<file path="src/rtl/cpu_ctrl_pkg.sv">
`default_nettype none
// ============================================================================
// Module   : cpu_ctrl_pkg
// Purpose  : Shared state encoding, opcode constants, ALU codes and the
//            opcode-class record used by the control sequencer.
// Revision : 1.0 - initial release
// ============================================================================
package cpu_ctrl_pkg;

  // Sequencer state encoding
  localparam logic [3:0] ST_RST  = 4'd0;
  localparam logic [3:0] ST_T0   = 4'd1;
  localparam logic [3:0] ST_T1   = 4'd2;
  localparam logic [3:0] ST_T1W  = 4'd3;
  localparam logic [3:0] ST_T2   = 4'd4;
  localparam logic [3:0] ST_T3   = 4'd5;
  localparam logic [3:0] ST_T4   = 4'd6;
  localparam logic [3:0] ST_T5   = 4'd7;
  localparam logic [3:0] ST_T6   = 4'd8;
  localparam logic [3:0] ST_HALT = 4'd9;

  // Opcodes (IR[31:27])
  localparam logic [4:0] OP_ADD  = 5'd3;
  localparam logic [4:0] OP_ROL  = 5'd11;
  localparam logic [4:0] OP_MUL  = 5'd15;
  localparam logic [4:0] OP_DIV  = 5'd16;
  localparam logic [4:0] OP_NEG  = 5'd17;
  localparam logic [4:0] OP_NOT  = 5'd18;
  localparam logic [4:0] OP_NOP  = 5'd26;
  localparam logic [4:0] OP_HALT = 5'd27;

  // ALU operation codes that are not simply the instruction opcode
  localparam logic [4:0] ALU_INC = 5'd12;
  localparam logic [4:0] ALU_NOT = 5'd13;
  localparam logic [4:0] ALU_NEG = 5'd17;

  // One-hot instruction class produced by the decoder
  typedef struct packed {
    logic two_op;
    logic unary;
    logic muldiv;
    logic nop;
    logic halt;
  } op_class_t;

  // Register-to-register ALU ops occupy a contiguous opcode range
  function automatic logic is_two_operand(input logic [4:0] op);
    return (op >= OP_ADD) && (op <= OP_ROL);
  endfunction

endpackage
`default_nettype wire

</file>
<file path="src/rtl/opcode_decoder.sv">
`default_nettype none
// ============================================================================
// Module   : opcode_decoder
// Purpose  : Combinational classifier of IR[31:27] into instruction classes.
//            Build option MULDIV_EN: when undefined, mul/div decode as nop.
// Revision : 1.0 - initial release
// ============================================================================
module opcode_decoder
  import cpu_ctrl_pkg::*;
(
  input  logic [4:0] i_opcode,
  output op_class_t  o_class
);

  // Exactly one class bit is set for every opcode; anything unknown is a nop
  always_comb begin
    o_class = '0;
    if (is_two_operand(i_opcode)) begin
      o_class.two_op = 1'b1;
    end else if ((i_opcode == OP_NEG) || (i_opcode == OP_NOT)) begin
      o_class.unary = 1'b1;
    end else if ((i_opcode == OP_MUL) || (i_opcode == OP_DIV)) begin
`ifdef MULDIV_EN
      o_class.muldiv = 1'b1;
`else
      o_class.nop = 1'b1;
`endif
    end else if (i_opcode == OP_HALT) begin
      o_class.halt = 1'b1;
    end else begin
      o_class.nop = 1'b1;
    end
  end

endmodule
`default_nettype wire

</file>
<file path="src/rtl/control_sequencer.sv">
`default_nettype none
// ============================================================================
// Module   : control_sequencer
// Purpose  : Moore control FSM for a bus-based CPU: fetch (T0-T2 with a
//            memory wait state T1W), decode at T3, execute T3-T6, HALT.
//            Build option MULDIV_EN enables the mul/div execute sequence and
//            the Zhighout/HIin/LOin strobes; otherwise those are tied low.
// Revision : 1.0 - initial release
// ============================================================================
module control_sequencer
  import cpu_ctrl_pkg::*;
(
  input  logic        clk,
  input  logic        clr,
  input  logic [31:0] IR,
  input  logic        mem_ready,
  output logic        PCout,
  output logic        Zlowout,
  output logic        Zhighout,
  output logic        MDRout,
  output logic        Rout,
  output logic        MARin,
  output logic        PCin,
  output logic        MDRin,
  output logic        IRin,
  output logic        Yin,
  output logic        Zin,
  output logic        HIin,
  output logic        LOin,
  output logic        Rin,
  output logic        Read,
  output logic        Gra,
  output logic        Grb,
  output logic        Grc,
  output logic [4:0]  ALU_Control,
  output logic        Run
);

  logic [3:0] r_state;
  logic [3:0] w_next;
  logic [4:0] w_opcode;
  op_class_t  w_class;
  logic       w_unused_ir;

  assign w_opcode    = IR[31:27];
  // Register-field bits are decoded by the datapath, not here
  assign w_unused_ir = ^IR[26:0];

  opcode_decoder u_dec (
    .i_opcode (w_opcode),
    .o_class  (w_class)
  );

  // State register; clr wins over everything, including a pending memory wait
  always_ff @(posedge clk) begin
    if (clr) begin
      r_state <= ST_RST;
    end else begin
      r_state <= w_next;
    end
  end

  // Next-state logic
  always_comb begin
    w_next = r_state;
    case (r_state)
      ST_RST:  w_next = ST_T0;
      ST_T0:   w_next = ST_T1;
      ST_T1,
      ST_T1W:  w_next = mem_ready ? ST_T2 : ST_T1W;
      ST_T2:   w_next = ST_T3;
      ST_T3: begin
        if (w_class.nop)       w_next = ST_T0;
        else if (w_class.halt) w_next = ST_HALT;
        else                   w_next = ST_T4;
      end
      ST_T4:   w_next = w_class.unary  ? ST_T0 : ST_T5;
      ST_T5:   w_next = w_class.muldiv ? ST_T6 : ST_T0;
      ST_T6:   w_next = ST_T0;
      ST_HALT: w_next = ST_HALT;
      default: w_next = ST_RST;
    endcase
  end

  // Moore outputs from present state and the decoded IR
  always_comb begin
    PCout = 1'b0; Zlowout = 1'b0; Zhighout = 1'b0; MDRout = 1'b0;
    Rout  = 1'b0; MARin   = 1'b0; PCin     = 1'b0; MDRin  = 1'b0;
    IRin  = 1'b0; Yin     = 1'b0; Zin      = 1'b0; HIin   = 1'b0;
    LOin  = 1'b0; Rin     = 1'b0; Read     = 1'b0;
    Gra   = 1'b0; Grb     = 1'b0; Grc      = 1'b0;
    ALU_Control = 5'd0;
    Run = (r_state != ST_RST) && (r_state != ST_HALT);
    case (r_state)
      ST_T0: begin
        PCout = 1'b1; MARin = 1'b1; Zin = 1'b1; ALU_Control = ALU_INC;
      end
      ST_T1: begin
        Zlowout = 1'b1; PCin = 1'b1; Read = 1'b1; MDRin = 1'b1;
      end
      ST_T1W: begin
        Read = 1'b1; MDRin = 1'b1;
      end
      ST_T2: begin
        MDRout = 1'b1; IRin = 1'b1;
      end
      ST_T3: begin
        if (w_class.two_op) begin
          Grb = 1'b1; Rout = 1'b1; Yin = 1'b1;
        end else if (w_class.unary) begin
          Grb = 1'b1; Rout = 1'b1; Zin = 1'b1;
          ALU_Control = (w_opcode == OP_NOT) ? ALU_NOT : ALU_NEG;
        end
`ifdef MULDIV_EN
        else if (w_class.muldiv) begin
          Gra = 1'b1; Rout = 1'b1; Yin = 1'b1;
        end
`endif
      end
      ST_T4: begin
        if (w_class.two_op) begin
          Grc = 1'b1; Rout = 1'b1; Zin = 1'b1; ALU_Control = w_opcode;
        end else if (w_class.unary) begin
          Zlowout = 1'b1; Gra = 1'b1; Rin = 1'b1;
        end
`ifdef MULDIV_EN
        else if (w_class.muldiv) begin
          Grb = 1'b1; Rout = 1'b1; Zin = 1'b1; ALU_Control = w_opcode;
        end
`endif
      end
      ST_T5: begin
        if (w_class.two_op) begin
          Zlowout = 1'b1; Gra = 1'b1; Rin = 1'b1;
        end
`ifdef MULDIV_EN
        else if (w_class.muldiv) begin
          Zlowout = 1'b1; LOin = 1'b1;
        end
`endif
      end
`ifdef MULDIV_EN
      ST_T6: begin
        Zhighout = 1'b1; HIin = 1'b1;
      end
`endif
      default: ;
    endcase
  end

endmodule
`default_nettype wire

</file>
<file path="config.mk">
export PLATFORM = sky130hd
export DESIGN_NAME = control_sequencer
export DESIGN_NICKNAME = d
export VERILOG_FILES = /design/src/rtl/cpu_ctrl_pkg.sv /design/src/rtl/opcode_decoder.sv /design/src/rtl/control_sequencer.sv
export SDC_FILE = /design/constraint.sdc
export NUM_CORES = 1
export LEC_CHECK = 0
export ABC_AREA = 1
export CAP_MARGIN = 20
export CORE_UTILIZATION = 31
export CTS_CLUSTER_DIAMETER = 200
export DETAILED_ROUTE_END_ITERATION = 8
export GPL_TIMING_DRIVEN = 0
export PLACE_DENSITY = 0.79
export SLEW_MARGIN = 10
export SYNTH_ARGS = -nofsm -noshare
export SYNTH_HDL_FRONTEND = slang
export SYNTH_HIERARCHICAL = 1
export SYNTH_SLANG_ARGS = --single-unit
</file>
<file path="constraint.sdc">
create_clock -name clk -period 2.5 [get_ports clk]
set_input_delay 0.75 -clock clk [delete_from_list [all_inputs] [get_ports clk]]
set_output_delay 0.75 -clock clk [all_outputs]
set_load 0.02 [all_outputs]
</file>
## Word level (Yosys, flattened, before mapping)

Cells that the tools add are included.

- Magnitude comparators: 2
- Equality and inequality tests: 15
- Mux-type cells: 34
- Reductions and logical operators: 8

Operators by type and width:

| operator | count |
|---|---|
| case mux 4 bit (7 select lines) | 1 |
| == test 5 bit (second input constant) | 4 |
| 2-to-1 mux 5 bit | 4 |
| 2-to-1 mux 1 bit | 18 |
| == test 4 x 3 -> 1 bit (second input constant) | 4 |
| case mux 5 bit (3 select lines) | 1 |
| == test 4 x 2 -> 1 bit (second input constant) | 2 |
| == test 4 bit (second input constant) | 2 |
| 2-to-1 mux 4 bit | 2 |
| 2-to-1 mux 3 bit | 2 |
| case mux 1 bit (3 select lines) | 2 |
| == test 5 x 4 -> 1 bit (second input constant) | 1 |
| greater-or-equal comparator 5 x 2 -> 1 bit (second input constant) | 1 |
| <= comparator 5 x 4 -> 1 bit (second input constant) | 1 |
| == test 4 x 1 -> 1 bit (second input constant) | 1 |
| logical NOT 4 bit | 1 |
| 2-to-1 mux 2 bit | 2 |
| != test 4 bit (second input constant) | 1 |
| case mux 1 bit (2 select lines) | 2 |
| nonzero test 4 bit | 1 |
| OR reduction 3 bit | 1 |
| logical AND 1 bit | 2 |
| logical OR 1 bit | 2 |
| OR reduction 2 bit | 1 |

- Register bits: 4
- Input port bits: 35
- Output and inout bits: 24
- Logic and storage cells: 60

## Depth between registers and ports, before layout

- Depth after elaboration: 8
- Depth in mapped cells: 12
- Depth with buffers taken out: 12

## Cells and area by module

The synthesis kept the hierarchy.

By module, submodules not included:

| module | instances | cells an instance | area each (um^2) | sequential area each (um^2) |
|---|---|---|---|---|
| control_sequencer | 1 | 102 | 578.1 | 80.1 |
| opcode_decoder | 1 | 18 | 103.8 | 0.0 |

## Worst setup path after synthesis

No wires, ideal clock.

- Path type: input to output
- Start: input port IR[29]
- End: output port Rout
- Arrival: 1.659 ns
- Required time: 1.750 ns
- Path slack: 0.091 ns
- Stages on the path: 5
- Path buffers: 0
- Cell sequence: a21oi_1 > nand2_2 > inv_1 > nor2_1 > o21ai_0

RTL lines:

| what | RTL line | RTL |
|---|---|---|
| from (decl) | control_sequencer.sv:15 | `input logic [31:0] IR,` |
| to (decl) | control_sequencer.sv:21 | `output logic Rout,` |

==> summary.md <==
| Metric | Value |
|---|---|
| Synthesized area | between 600 and 700 µm² |
| Core area | between 2000 and 2500 µm² |
| Highest clock rate | about 0.41 GHz |
| # setup viols final | 0 |
| Final Power | between 0.0005 and 0.0006 W |
| Top cell family by delay on the critical path | simple AND/OR/NAND/NOR gates |
| Syn avg cell area | around 5.7 µm² |
| Stages on the worst setup path | 11 |
| Critical path class | primary input to primary output |
| Rows | 16 |
| Die height | 48.9 µm |
| Largest family of logic cells by synthesized area | simple AND/OR/NAND/NOR gates |
| Antenna violations before repair | 0 |
| Htree depth | 1 |
| DIE AREA | around 2400 µm² |
| Most frequent cells in the layout | nand2_1, inv_1, nor2_1 |
| Port Buffer Count | 28 |
| Worst Path Required | 1750 ps |
| Final min period | ~2500 ps |
| XOR/XNOR share of the synthesized area | 0 |
| Routed WL per cell | 10.2 µm |
| CTS Sinks | 4 |
| Number of nets with antenna violations after routing | 0 |
| Die width | about 49 µm |
| Gpl congestion | a little over 0.8 |
| Initial DRC Count | 9 |
| Top cell type's share of synthesized area | 0.125 |
| Hold WS | approximately 650 ps |
| # IOs | 59 |
| Largest cells by area after synthesis | nand3_1, dfxtp_1, inv_1, nand2_1, nor2_1 |
| Critical Path Max Stage Delay | approximately 140 ps |
| Clock buffer depth | 2 |
| Peak VDD IR | 0.208 mV |
| Startpoint Class | primary input |
| Post-synthesis adder-cell area fraction | 0 |
| Crit path buffers/inverters | 4 |
| CTS Buf Count | 3 |
| Vias per std cell | roughly 4.5 |
| Biggest register | r_state |
| Leak Pwr | between 0.6 and 0.7 nW |
| Fin. max-slew vios | 0 |
| Vias | roughly 840 |
| Largest registers | r_state: 4 flops |
| Ys Warns | 6 |
| Cell with the most instances on the worst path | nand2_4 |
| Starting Density | 0.337 |
| Cells after Synth | 120 |
| Final worst slack | 31.2 ps |
| Hold WC Path Type | flip-flop to flip-flop |
| DRC errors left | 0 |
| Syn-to-layout area delta | 60.9% |
| Distinct cells, synth | 21 |
| Largest net degree at the start of global routing | 10 |
| CTS tree | built |
| Mux contribution to synthesized area | 0 |
| RSZ-0062 raised after global routing | true |
| R2R depth | 6 |
| FF+latch area | roughly 80 µm² |
| Pre-Repair DR Iteration Count | 4 |
| Worst slack, placed | -1020 ps |
| Final setup TNS | 0 ps |
| Synth area leader | nand3_1 |
| Diode count | 0 |
| Register area share after synthesis | 0.117 |
| Critical Path Sink Type | primary output |
| Multi-input gate area | just under 500 µm² |
| Part of the cycle the worst path needs | 0.988 |
| Overflow after GRT | 0 |
| Fraction of layout cells with a size suffix above 1 | 0.418 |
| Layout filler cell count | 190 |
| Drt total wl | approximately 1900 µm |
| Crit path arrival time | approximately 1700 ps |
| Worst-path clk slew | 40 ps |
| Max FFs per register | 4 |
| First-pass GRT wire length | between 2000 and 3000 µm |
| Vias in the first global route | 746 |
| Clock latency on the worst-skew pair | between 200 and 300 ps |
| Post-synthesis compound-gate area fraction | 0.0532 |
| Synth Area in Simple Gates | 0.576 |
| Dpl hpwl | about 1400 µm |
| Critical path peak fanout | 5 |
| Power Density | between 400 and 500 nW/µm² |
| Commonest non-fill, non-tap cell in the layout | nand2_1 |
| # hold bufs at CTS | 0 |
| Yosys reg bits | 4 |
| Max Cap Viol | 0 |
| Root Buffer Master | clkbuf_4 |
| Slowest CP cell | nor2_4 |
| Final hold violations | 0 |
| Clock skew | around 0.52 ps |
| Outcome | completed |
| CP Cell Sequence | buf_8, nor2_4, nand2_4, nand2_4, inv_4, inv_4, nand2_4, nor2_4, nand2_2, nand3_2, buf_6 |
| Hold Path Depth | 4 |
| Total GRT Usage | 0.158 |
| Fin nets | 195 |
==> timing repair <==
item,CTS,global route
gates resized for setup,87,22
setup buffers,2,3
endpoints found under the setup margin,17,15
pin swaps,9,6
==> cell usage after synthesis <==
cell type / count
nor3_2: 1
dfxtp_1: 4
buf_6: 1
nand3_1: 17
o21ai_2: 2
nand2_1: 21
a21oi_1: 1
nand2_2: 7
nand2_4: 2
nor2_1: 17
nand3b_1: 2
buf_4: 8
inv_1: 21
o31a_1: 1
conb_1: 2
nor2_4: 3
nor2_2: 3
nor3_1: 1
inv_2: 4
nor3_4: 1
o21ai_0: 1
==> through the flow <==
stage / instance area (µm²) / util / cells
floorplan: 689 / - / 122
global placement: 1000 / 0.496 / 177
detailed placement: 1000 / 0.496 / 177
CTS: 1030 / 0.512 / 182
global route: 1100 / 0.543 / 185
finish: 1100 / 0.543 / 185
==> worst register-to-register path: cells and delay by family, from the launching register on <==
| family | cells | cell delay (ps) |
|---|---|---|
| and+or+nand+nor | 5 | 490 |
| DFF | 1 | 440 |
| buffers and inverters | 1 | 140 |
==> final cells by class <==
| class | count | share of cell area |
|---|---|---|
| multi-input combinational | 84 | 0.445 |
| tap | 27 | 0.0308 |
| sequential | 4 | 0.0741 |
| timing repair buffer | 33 | 0.270 |
| clock buffer | 3 | 0.0205 |
| inverter | 25 | 0.0946 |
| buffer | 9 | 0.0650 |
==> where the power goes <==
part           leakage [nW]   total, W  internal (W)  switching, W
logic                 0.622   0.000340      0.000148      0.000193
registers            0.0330  0.0000885     0.0000745     0.0000140
clock network        0.0138  0.0000912     0.0000544     0.0000368
==> cell families after synthesis <==
kind of cell,count (synthesis)
AOI/OAI and AO/OA,5
buffers and inverters,34
DFF,4
other,2
and+or+nand+nor,75
==> worst paths after layout <==
path / slack [ps] / to / start
max: 30 / ALU_Control[3] / IR[30]
min: 650 / r_state[2] / r_state[1]
max reg2reg: 1370 / r_state[2] / r_state[2]
min reg2reg: 650 / r_state[2] / r_state[1]
==> per-layer routing <==
metal  wire length (µm)  global-route usage  part of all wire
met5                  0                   0                 0
met4                 72               0.113             0.038
met3                 75              0.0343             0.040
met2                974               0.278              0.52
met1                756               0.165              0.40
No activity file was read; power rests on OpenSTA's default activity.
